==> config.mk <==
export PLATFORM = sky130hd
export DESIGN_NAME = register_piso
export DESIGN_NICKNAME = d
export VERILOG_FILES = /design/src/rtl/register_piso.sv
export SDC_FILE = /design/constraint.sdc
export NUM_CORES = 1
export LEC_CHECK = 0
export ABC_AREA = 1
export BUFFER_PORTS_ARGS = -buffer_cell sky130_fd_sc_hd__buf_4
export CAP_MARGIN = 20
export CORE_AREA = 4 4 41 43
export DETAILED_ROUTE_END_ITERATION = 8
export DIE_AREA = 0 0 45 47
export SLEW_MARGIN = 40
export SYNTH_ARGS = -nofsm -noshare
export SYNTH_HDL_FRONTEND = slang
export SYNTH_SLANG_ARGS = --single-unit
==> constraint.sdc <==
create_clock -name clk -period 1.2 [get_ports clk]
set_clock_uncertainty 0.05 [all_clocks]
set_input_delay 0.24 -clock clk [delete_from_list [all_inputs] [get_ports clk]]
set_output_delay 0.24 -clock clk [all_outputs]
set_load 0.02 [all_outputs]
==> src/rtl/register_piso.sv <==
// -----------------------------------------------------------------------------
// register_piso
//
// Parallel-in / serial-out shift register. It is the transmit-side partner of the
// serial-in 4-bit register. A WIDTH-bit word is accepted through a valid/ready
// handshake and then shifted out one bit per clock. s_valid and last qualify each
// bit of the frame. s_out can drive the serial-in register's d_in directly.
//
// Parameters
//   WIDTH      bits per word (2..16)
//   MSB_FIRST  1: bit WIDTH-1 is sent first, 0: bit 0 is sent first
//
// Ports
//   clk         rising-edge clock
//   reset       asynchronous, active-low reset
//   load_valid  p_in holds a word to send
//   load_ready  a word can be accepted this cycle
//   p_in        parallel word, sampled only on the load edge
//   s_out       serial data bit (0 when idle)
//   s_valid     s_out carries a frame bit
//   last        s_out carries the final bit of the frame
//   busy        a frame is in progress
//
// Optional feature
//   REGISTER_PISO_PARITY_EN: when defined, an even-parity bit (XOR of the loaded
//   word) follows the data bits in state StParity. last and the back-to-back load
//   window move to that bit, so a frame is WIDTH+1 cycles long.
// -----------------------------------------------------------------------------
module register_piso #(
    parameter int unsigned WIDTH     = 4,
    parameter bit          MSB_FIRST = 1'b1
) (
    input  logic             clk,
    input  logic             reset,
    input  logic             load_valid,
    output logic             load_ready,
    input  logic [WIDTH-1:0] p_in,
    output logic             s_out,
    output logic             s_valid,
    output logic             last,
    output logic             busy
);

    localparam int unsigned CntW = $clog2(WIDTH + 1);

`ifdef REGISTER_PISO_PARITY_EN
    typedef enum logic [1:0] {
        StIdle   = 2'd0,
        StShift  = 2'd1,
        StParity = 2'd2
    } state_e;
`else
    typedef enum logic [1:0] {
        StIdle  = 2'd0,
        StShift = 2'd1
    } state_e;
`endif

    state_e            state_q, state_d;
    logic [WIDTH-1:0]  shreg_q, shreg_d;
    logic [CntW-1:0]   cnt_q, cnt_d;
    // Holds load_ready low until the first clock edge after reset is released.
    logic              armed_q;
`ifdef REGISTER_PISO_PARITY_EN
    logic              parity_q, parity_d;
`endif

    logic load_fire;
    logic data_end;
    logic head_bit;

    assign load_fire = load_valid & load_ready;
    // Final data bit of the frame is on s_out this cycle.
    assign data_end  = (state_q == StShift) && (cnt_q == CntW'(WIDTH - 1));
    assign head_bit  = MSB_FIRST ? shreg_q[WIDTH-1] : shreg_q[0];

    // -------------------------------------------------------------------------
    // State register
    // -------------------------------------------------------------------------
    always_ff @(posedge clk or negedge reset) begin
        if (!reset) begin
            state_q <= StIdle;
        end else begin
            state_q <= state_d;
        end
    end

    // -------------------------------------------------------------------------
    // Next-state logic
    // -------------------------------------------------------------------------
    always_comb begin
        state_d = state_q;
        unique case (state_q)
            StIdle: begin
                if (load_fire) begin
                    state_d = StShift;
                end
            end
            StShift: begin
                if (data_end) begin
`ifdef REGISTER_PISO_PARITY_EN
                    state_d = StParity;
`else
                    // A load on the final bit chains the next frame with no gap.
                    state_d = load_fire ? StShift : StIdle;
`endif
                end
            end
`ifdef REGISTER_PISO_PARITY_EN
            StParity: begin
                state_d = load_fire ? StShift : StIdle;
            end
`endif
            default: begin
                state_d = StIdle;
            end
        endcase
    end

    // -------------------------------------------------------------------------
    // Output logic
    // -------------------------------------------------------------------------
    always_comb begin
        load_ready = 1'b0;
        s_out      = 1'b0;
        s_valid    = 1'b0;
        last       = 1'b0;
        busy       = 1'b0;
        unique case (state_q)
            StIdle: begin
                load_ready = armed_q;
            end
            StShift: begin
                s_out   = head_bit;
                s_valid = 1'b1;
                busy    = 1'b1;
`ifndef REGISTER_PISO_PARITY_EN
                last       = data_end;
                load_ready = data_end;
`endif
            end
`ifdef REGISTER_PISO_PARITY_EN
            StParity: begin
                s_out      = parity_q;
                s_valid    = 1'b1;
                busy       = 1'b1;
                last       = 1'b1;
                load_ready = 1'b1;
            end
`endif
            default: begin
                load_ready = 1'b0;
            end
        endcase
    end

    // -------------------------------------------------------------------------
    // Datapath: shift register, bit counter, parity
    // -------------------------------------------------------------------------
    always_comb begin
        shreg_d = shreg_q;
        cnt_d   = cnt_q;
        if (load_fire) begin
            shreg_d = p_in;
            cnt_d   = '0;
        end else if (state_q == StShift) begin
            // Move the next bit into the head position.
            shreg_d = MSB_FIRST ? (shreg_q << 1) : (shreg_q >> 1);
            // Terminal count always ends the frame, so the counter never wraps.
            cnt_d   = data_end ? '0 : cnt_q + CntW'(1);
        end
    end

`ifdef REGISTER_PISO_PARITY_EN
    always_comb begin
        parity_d = parity_q;
        if (load_fire) begin
            parity_d = ^p_in;
        end
    end
`endif

    always_ff @(posedge clk or negedge reset) begin
        if (!reset) begin
            shreg_q <= '0;
            cnt_q   <= '0;
            armed_q <= 1'b0;
        end else begin
            shreg_q <= shreg_d;
            cnt_q   <= cnt_d;
            armed_q <= 1'b1;
        end
    end

`ifdef REGISTER_PISO_PARITY_EN
    always_ff @(posedge clk or negedge reset) begin
        if (!reset) begin
            parity_q <= 1'b0;
        end else begin
            parity_q <= parity_d;
        end
    end
`endif

endmodule

==> metrics.json, run 1 <==
{
  "synth_common_cells": "sky130_fd_sc_hd__nand2_1 (11), sky130_fd_sc_hd__dfrtp_1 (9), sky130_fd_sc_hd__nand3_1 (8)",
  "yosys.area_share.adder_pct": 2.77,
  "avgRoutedWirePerCell_um": 10.5,
  "cts-htree-levels": 1,
  "synth_top_family_by_area": "simple AND/OR/NAND/NOR gates",
  "die_y_um": 47,
  "routabilityCongestion": 0.772,
  "number_of_enable_type_register_cells_in_the_synthesized_netlist": 0,
  "cp_data_required_time_ns": 0.91,
  "min_period_ns": 1.50,
  "number_of_different_library_cells_in_the_post_synthesis_netlist": 18,
  "dr.first_iter.drc_count": 10,
  "post-route-cell-area_um2": 641,
  "drt.antenna.violating_nets": 0,
  "start_kind": "flip-flop",
  "synth-seq-cells": 9,
  "grt_start_max_net_pins": 10,
  "placement.io_buffers": 11,
  "timing.final.crit_share_pct": 125,
  "grt_pass1_wl_mm": 1.44,
  "worst_skew_pair.late_latency_ns": 0.27,
  "synth.area.top_cells": "sky130_fd_sc_hd__dfrtp_1 (50%), sky130_fd_sc_hd__nand2_1 (9.1%), sky130_fd_sc_hd__nand3_1 (8.9%)",
  "grt-ovfl-total": 0,
  "die_width_um": 45,
  "synth_compound_gate_area_share_pct": 4.99,
  "final_layout_size_suffix_gt1_share_pct": 45.7,
  "largest_buffer_count_on_any_clock_path": 2,
  "muxShareOfSynthArea_pct": 0,
  "violations": "setup timing",
  "leakage_nw": 0.337,
  "synth.cell_area_um2": 452,
  "pwr_density_cell_nw_per_um2": 2430,
  "ys_seq_area_share_pct": 49.9,
  "detailed_route_vias_per_instance": 4.60,
  "clk_root_buffer_cell": "sky130_fd_sc_hd__clkbuf_4",
  "drc_errors": 0,
  "criticalPathCategory": "reg2out",
  "dpl.hpwl_um": 684,
  "placedInstanceArea_um2": 583,
  "fp.dieArea_um2": 2120,
  "drv_cap": 0,
  "synth-main-ff-cell": "sky130_fd_sc_hd__dfrtp_1",
  "outcome": "complete, but fails checks",
  "synth_top_area_cell": "sky130_fd_sc_hd__dfrtp_1",
  "sink_count": 9,
  "timing_max_transition_violations_final": 0,
  "insertedDiodeCount": 0,
  "start_util_pct": 34.7,
  "dp_worst_setup_slack_ns": -0.0867,
  "yosys_warnings": 0,
  "hold_viol_final": 0,
  "rsz_0062_raised_after_global_routing": "true",
  "cp.arrival_ns": 1.21,
  "timing_limited_maximum_frequency_mhz": 669,
  "iteration_count_of_the_initial_detailed_routing_pass": 4,
  "ios": 12,
  "synthesis_to_layout_area_growth_pct": 41.8,
  "grt_pass1_vias": 372,
  "num_vias": 391,
  "async_flop_share_pct": 100,
  "ff_latch_area_um2": 226,
  "setup.worst_path.end_class": "output pin",
  "num_rows": 13,
  "synth_fp_nets": 57,
  "core_region_area_um2": 1300,
  "drt_wl_total_um": 889,
  "post-layout-total-power_w": 0.00155,
  "synth.most_common_cell": "sky130_fd_sc_hd__nand2_1",
  "layout_setup_ws_ns": -0.295,
  "setup_viol_count_final": 8,
  "cts_buffers": 3,
  "final.fill_count": 127,
  "cts_tree": "built",
  "num-nets-final": 79,
  "multi_input_gate_area_um2": 194,
  "worstPathMaxFanout": 2,
  "antenna_violations_before_repair": 0,
  "share_of_the_synthesized_area_in_the_top_cell_type_pct": 49.9,
  "yosys.area_share.simple_pct": 32.4,
  "class_of_the_worst_hold_path": "in2reg",
  "vdd_ir_drop_max_uv": 1090,
  "cts.clk_slew.worst_paths_ns": 0.05,
  "synth_area_per_cell_um2": 9.22,
  "grt_use_total_pct": 10.5,
  "synth_area_in_xor_xnor_pct": 0,
  "synthCells": 49
}
[stage by stage]
stage | TNS (ns) | std cells | hold slack [ns] | util [%]
5_1_grt | -1.78 | 85 | 0.173 | 49.2
2_1_floorplan | -0.0236 | 49 | -0.106 | -
3_3_place_gp | -0.167 | 79 | 0.0178 | 44.8
6_report | -1.01 | 85 | 0.175 | 49.2
3_5_place_dp | -0.246 | 79 | 0.0188 | 44.8
4_1_cts | -1.10 | 85 | 0.164 | 48.9
[cell usage in the layout, fill, tap and decap left out, drive strengths merged]
| master | netlist | layout |
|---|---|---|
| nand3 | 9 | 9 |
| and2 | 1 | 1 |
| clkbuf | 0 | 4 |
| dfrtp | 9 | 9 |
| ha | 1 | 1 |
| nand2 | 13 | 13 |
| o21ai | 2 | 2 |
| buf | 2 | 18 |
| conb | 1 | 1 |
| a21oi | 1 | 1 |
| nand4 | 3 | 3 |
| inv | 6 | 6 |
| dlygate4sd3 | 0 | 1 |
| nor2 | 1 | 1 |
[cell type report]
type,count,share of cell area (%)
Inverter,6,3.52
Sequential cell,9,35.4
Clock buffer,4,4.10
Tap cell,15,2.93
Timing Repair Buffer,19,23.8
Multi-Input combinational cell,32,30.3
[path summary, 6_finish.rpt]
check,startpoint,to,slack (ns),cells past startpoint
worst min register to register,cnt_q[1],cnt_q[1],0.43,2
worst min-delay path,p_in[0],shreg_q[0],0.17,3
worst max-delay path,cnt_q[0],load_ready,-0.30,5
max in group asynchronous,reset,state_q[0],0.68,2
min in group asynchronous,reset,shreg_q[3],0.28,2
worst max register to register,cnt_q[0],shreg_q[1],-0.02,7
[sequential cells by signal, indices dropped and copies added, names as in the netlist]
signal	cells
shreg_q	4
cnt_q	3
armed_q	1
state_q	1
[cell families after synthesis]
logic type / Yosys count
compound gates: 3
fa+ha+maj: 1
buf+inv: 8
flops: 9
other cells: 1
simple gates: 27
[critical path: stages (launching register included)]
cell,delay [ns]
sky130_fd_sc_hd__dfrtp_1,0.38
sky130_fd_sc_hd__ha_2,0.19
sky130_fd_sc_hd__nand2_2,0.06
sky130_fd_sc_hd__nand2_2,0.05
sky130_fd_sc_hd__and2_4,0.13
sky130_fd_sc_hd__buf_6,0.12
[where the power goes]
group	internal, W	switching, W
Combinational	0.000403	0.000422
Sequential	0.000413	0.0000802
Clock	0.000128	0.000107
[layer usage]
layer	track usage (%)	part of all wire [%]
met2	15.8	47
met1	10.6	43
met3	5.75	7.5
met4	8.77	2.6
met5	0	0
[what timing repair did]
item                                    in CTS  in global routing
pin swaps                                    2                  1
hold endpoints to repair                     9                  0
gates resized for setup                      4                  2
hold buffers                                 1                  0
setup buffers                                1                  0
gates cloned                                 0                  0
endpoints found under the setup margin      11                 12
Power figures use the tool's default switching activity.
==> run 2: changes to the inputs <==
--- a/config.mk
+++ b/config.mk
@@ -11,6 +11,7 @@
 export CORE_AREA = 4 4 41 43
 export DETAILED_ROUTE_END_ITERATION = 8
 export DIE_AREA = 0 0 45 47
+export GPL_TIMING_DRIVEN = 0
 export SLEW_MARGIN = 40
 export SYNTH_ARGS = -nofsm -noshare
 export SYNTH_HDL_FRONTEND = slang
==> run 2 against run 1 <==
Compared with the run above:
- largest power group unchanged
- non-clock buffer count up 2
- the flow still finishes with violations (setup timing)
- sequential power down 2%
- final cell count up 2.4%
- count of clock-buffer cells in the layout unchanged
- via count up 1.0%
- worst hold slack about the same
- critical endpoint unchanged
- wire length up 14%
- die area unchanged
==> metrics.json, run 2 (synthesized netlist as in run 1, its figures left out) <==
{
  "timing_limited_maximum_frequency_mhz": 657,
  "vdd_ir_drop_max_uv": 1260,
  "num-nets-final": 81,
  "ios": 12,
  "cts-htree-levels": 1,
  "leakage_nw": 0.366,
  "layout_setup_ws_ns": -0.322,
  "placed_cells": 75,
  "worst_skew_pair.late_latency_ns": 0.26,
  "ff_latch_area_um2": 225,
  "routabilityCongestion": 0.693,
  "seqPwrFrac_pct": 26.6,
  "grt_use_total_pct": 10.3,
  "top_regs": "shreg_q x4, cnt_q x3",
  "setup.worst_path.end_class": "output pin",
  "timing.reg2reg.worst_path_depth": 8,
  "grt_start_max_net_pins": 10,
  "internal_cell_power_w": 0.00111,
  "violations": "setup timing",
  "net-switching-power_w": 0.000709,
  "min_period_ns": 1.52,
  "timing_max_transition_violations_final": 0,
  "hold_end": "shreg_q[0]",
  "criticalPathCategory": "reg2out",
  "rsz_0062_raised_after_global_routing": "true",
  "pwr_density_cell_nw_per_um2": 2560,
  "min_path_cells": 3,
  "die_width_um": 45,
  "most_common_library_cell_in_the_layout_ignoring_fill_and_taps": "sky130_fd_sc_hd__buf_4",
  "clockPowerShare_pct": 12.8,
  "clk_root_buffer_cell": "sky130_fd_sc_hd__clkbuf_4",
  "dr.first_iter.drc_count": 7,
  "final_layout_size_suffix_gt1_share_pct": 54.2,
  "dp_worst_setup_slack_ns": -0.204,
  "crit-reg2reg-launch": "cnt_q[1]",
  "drt_wl_total_mm": 1.01,
  "worstPathMaxFanout": 2,
  "sink_count": 9,
  "drt.antenna.violating_nets": 0,
  "largest-register": "shreg_q",
  "setup_viol_count_final": 12,
  "grt-ovfl-total": 0,
  "dpl.hpwl_um": 653,
  "num_vias": 395,
  "r2r_setup_slack_ns": -0.14,
  "drv_cap": 0,
  "cts.clk_slew.worst_paths_ns": 0.06,
  "layoutNonFillerInstCount": 87,
  "final.fill_count": 123,
  "drc_errors": 0,
  "worstReg2RegEnd": "shreg_q[2]",
  "timing.final.crit_share_pct": 127,
  "placement.io_buffers": 11,
  "holdCritStartpoint": "p_in[0]",
  "cp_data_required_time_ns": 0.91,
  "antenna_violations_before_repair": 0,
  "largest_buffer_count_on_any_clock_path": 2,
  "die_y_um": 47,
  "most-common-layout-cells": "sky130_fd_sc_hd__buf_4 (13), sky130_fd_sc_hd__nand2_1 (9), sky130_fd_sc_hd__dfrtp_1 (9)",
  "start_kind": "flip-flop",
  "grt_pass1_wl_mm": 1.50,
  "cp.arrival_ns": 1.23,
  "insertedDiodeCount": 0,
  "pwr-share-comb_pct": 60.6,
  "multi_input_gate_area_um2": 233,
  "grt_pass1_vias": 367,
  "iteration_count_of_the_initial_detailed_routing_pass": 4,
  "swShare_pct": 38.9,
  "avgRoutedWirePerCell_um": 11.6,
  "outcome": "complete, but fails checks",
  "detailed_route_vias_per_instance": 4.54,
  "largest_register_ff_count": 4,
  "cts_tree": "built",
  "num_rows": 13,
  "class_of_the_worst_hold_path": "in2reg",
  "hold_viol_final": 0,
  "core_region_area_um2": 1300,
  "start_util_pct": 34.7,
  "cts_buffers": 3,
  "fp.dieArea_um2": 2120,
  "synthesis_to_layout_area_growth_pct": 57.6
}
-- run 2: final cells by class --
cell class / count / share of cell area, %
timing repair buffer: 19 / 23.6
inverter: 6 / 3.16
buffer: 2 / 2.64
sequential: 9 / 31.6
clock buffer: 4 / 3.69
tap: 15 / 2.64
multi-input combinational: 32 / 32.7
-- run 2: repair_timing --
item | 4_1_cts | 5_1_grt
gates cloned | 0 | 0
hold endpoints to repair | 9 | 0
setup endpoints to repair | 7 | 13
gates resized for setup | 7 | 10
hold buffers | 1 | 0
pin swaps | 3 | 3
setup buffers | 5 | 4
-- run 2: how the worst max path moves through the flow --
stage          startpoint          to  slack [ns]  cells past startpoint
2_1_floorplan    cnt_q[0]  load_ready       -0.02                      4
3_3_place_gp     cnt_q[0]  load_ready       -0.20                      5
3_5_place_dp     cnt_q[0]  load_ready       -0.20                      5
4_1_cts          cnt_q[1]  load_ready       -0.34                      5
5_1_grt          cnt_q[1]  load_ready       -0.39                      5
6_report         cnt_q[0]  load_ready       -0.32                      5
-- run 2: critical path: stages, from the launching register on --
cell	delay (ns)
sky130_fd_sc_hd__dfrtp_1	0.39
sky130_fd_sc_hd__ha_2	0.20
sky130_fd_sc_hd__nand2_2	0.09
sky130_fd_sc_hd__nand2_4	0.05
sky130_fd_sc_hd__and2_4	0.13
sky130_fd_sc_hd__buf_6	0.12
-- run 2: through the flow --
stage	hold slack [ns]	cell area, um2	total power [W]	utilization, %	setup TNS (ns)
6_report	0.175	712	0.00182	54.7	-1.70
5_1_grt	0.178	712	0.00197	54.7	-2.56
4_1_cts	0.171	648	0.00164	49.8	-1.16
3_5_place_dp	0.0195	557	0.00121	42.8	-0.218
3_3_place_gp	0.0191	557	0.00119	42.8	-0.201
2_1_floorplan	-0.106	455	0.000982	-	-0.0236
-- run 2: routing by layer --
| metal | vias up | part of all wire (%) | GRT usage (%) |
|---|---|---|---|
| met5 | - | 0 | 0 |
| met4 | 0 | 0 | 1.75 |
| met3 | 0 | 7.2 | 6.90 |
| met2 | 12 | 52 | 16.4 |
| met1 | 180 | 41 | 11.8 |
| li1 | 203 | - | - |
-- run 2: power by group through the flow --
stage	Sequential [W]	Combinational [W]	Clock, W
after floorplan	0.000486	0.000496	0
after global placement	0.000475	0.000712	0
after detailed placement	0.000480	0.000731	0
after CTS	0.000474	0.000921	0.000241
after global routing	0.000500	0.00121	0.000265
final	0.000485	0.00110	0.000232
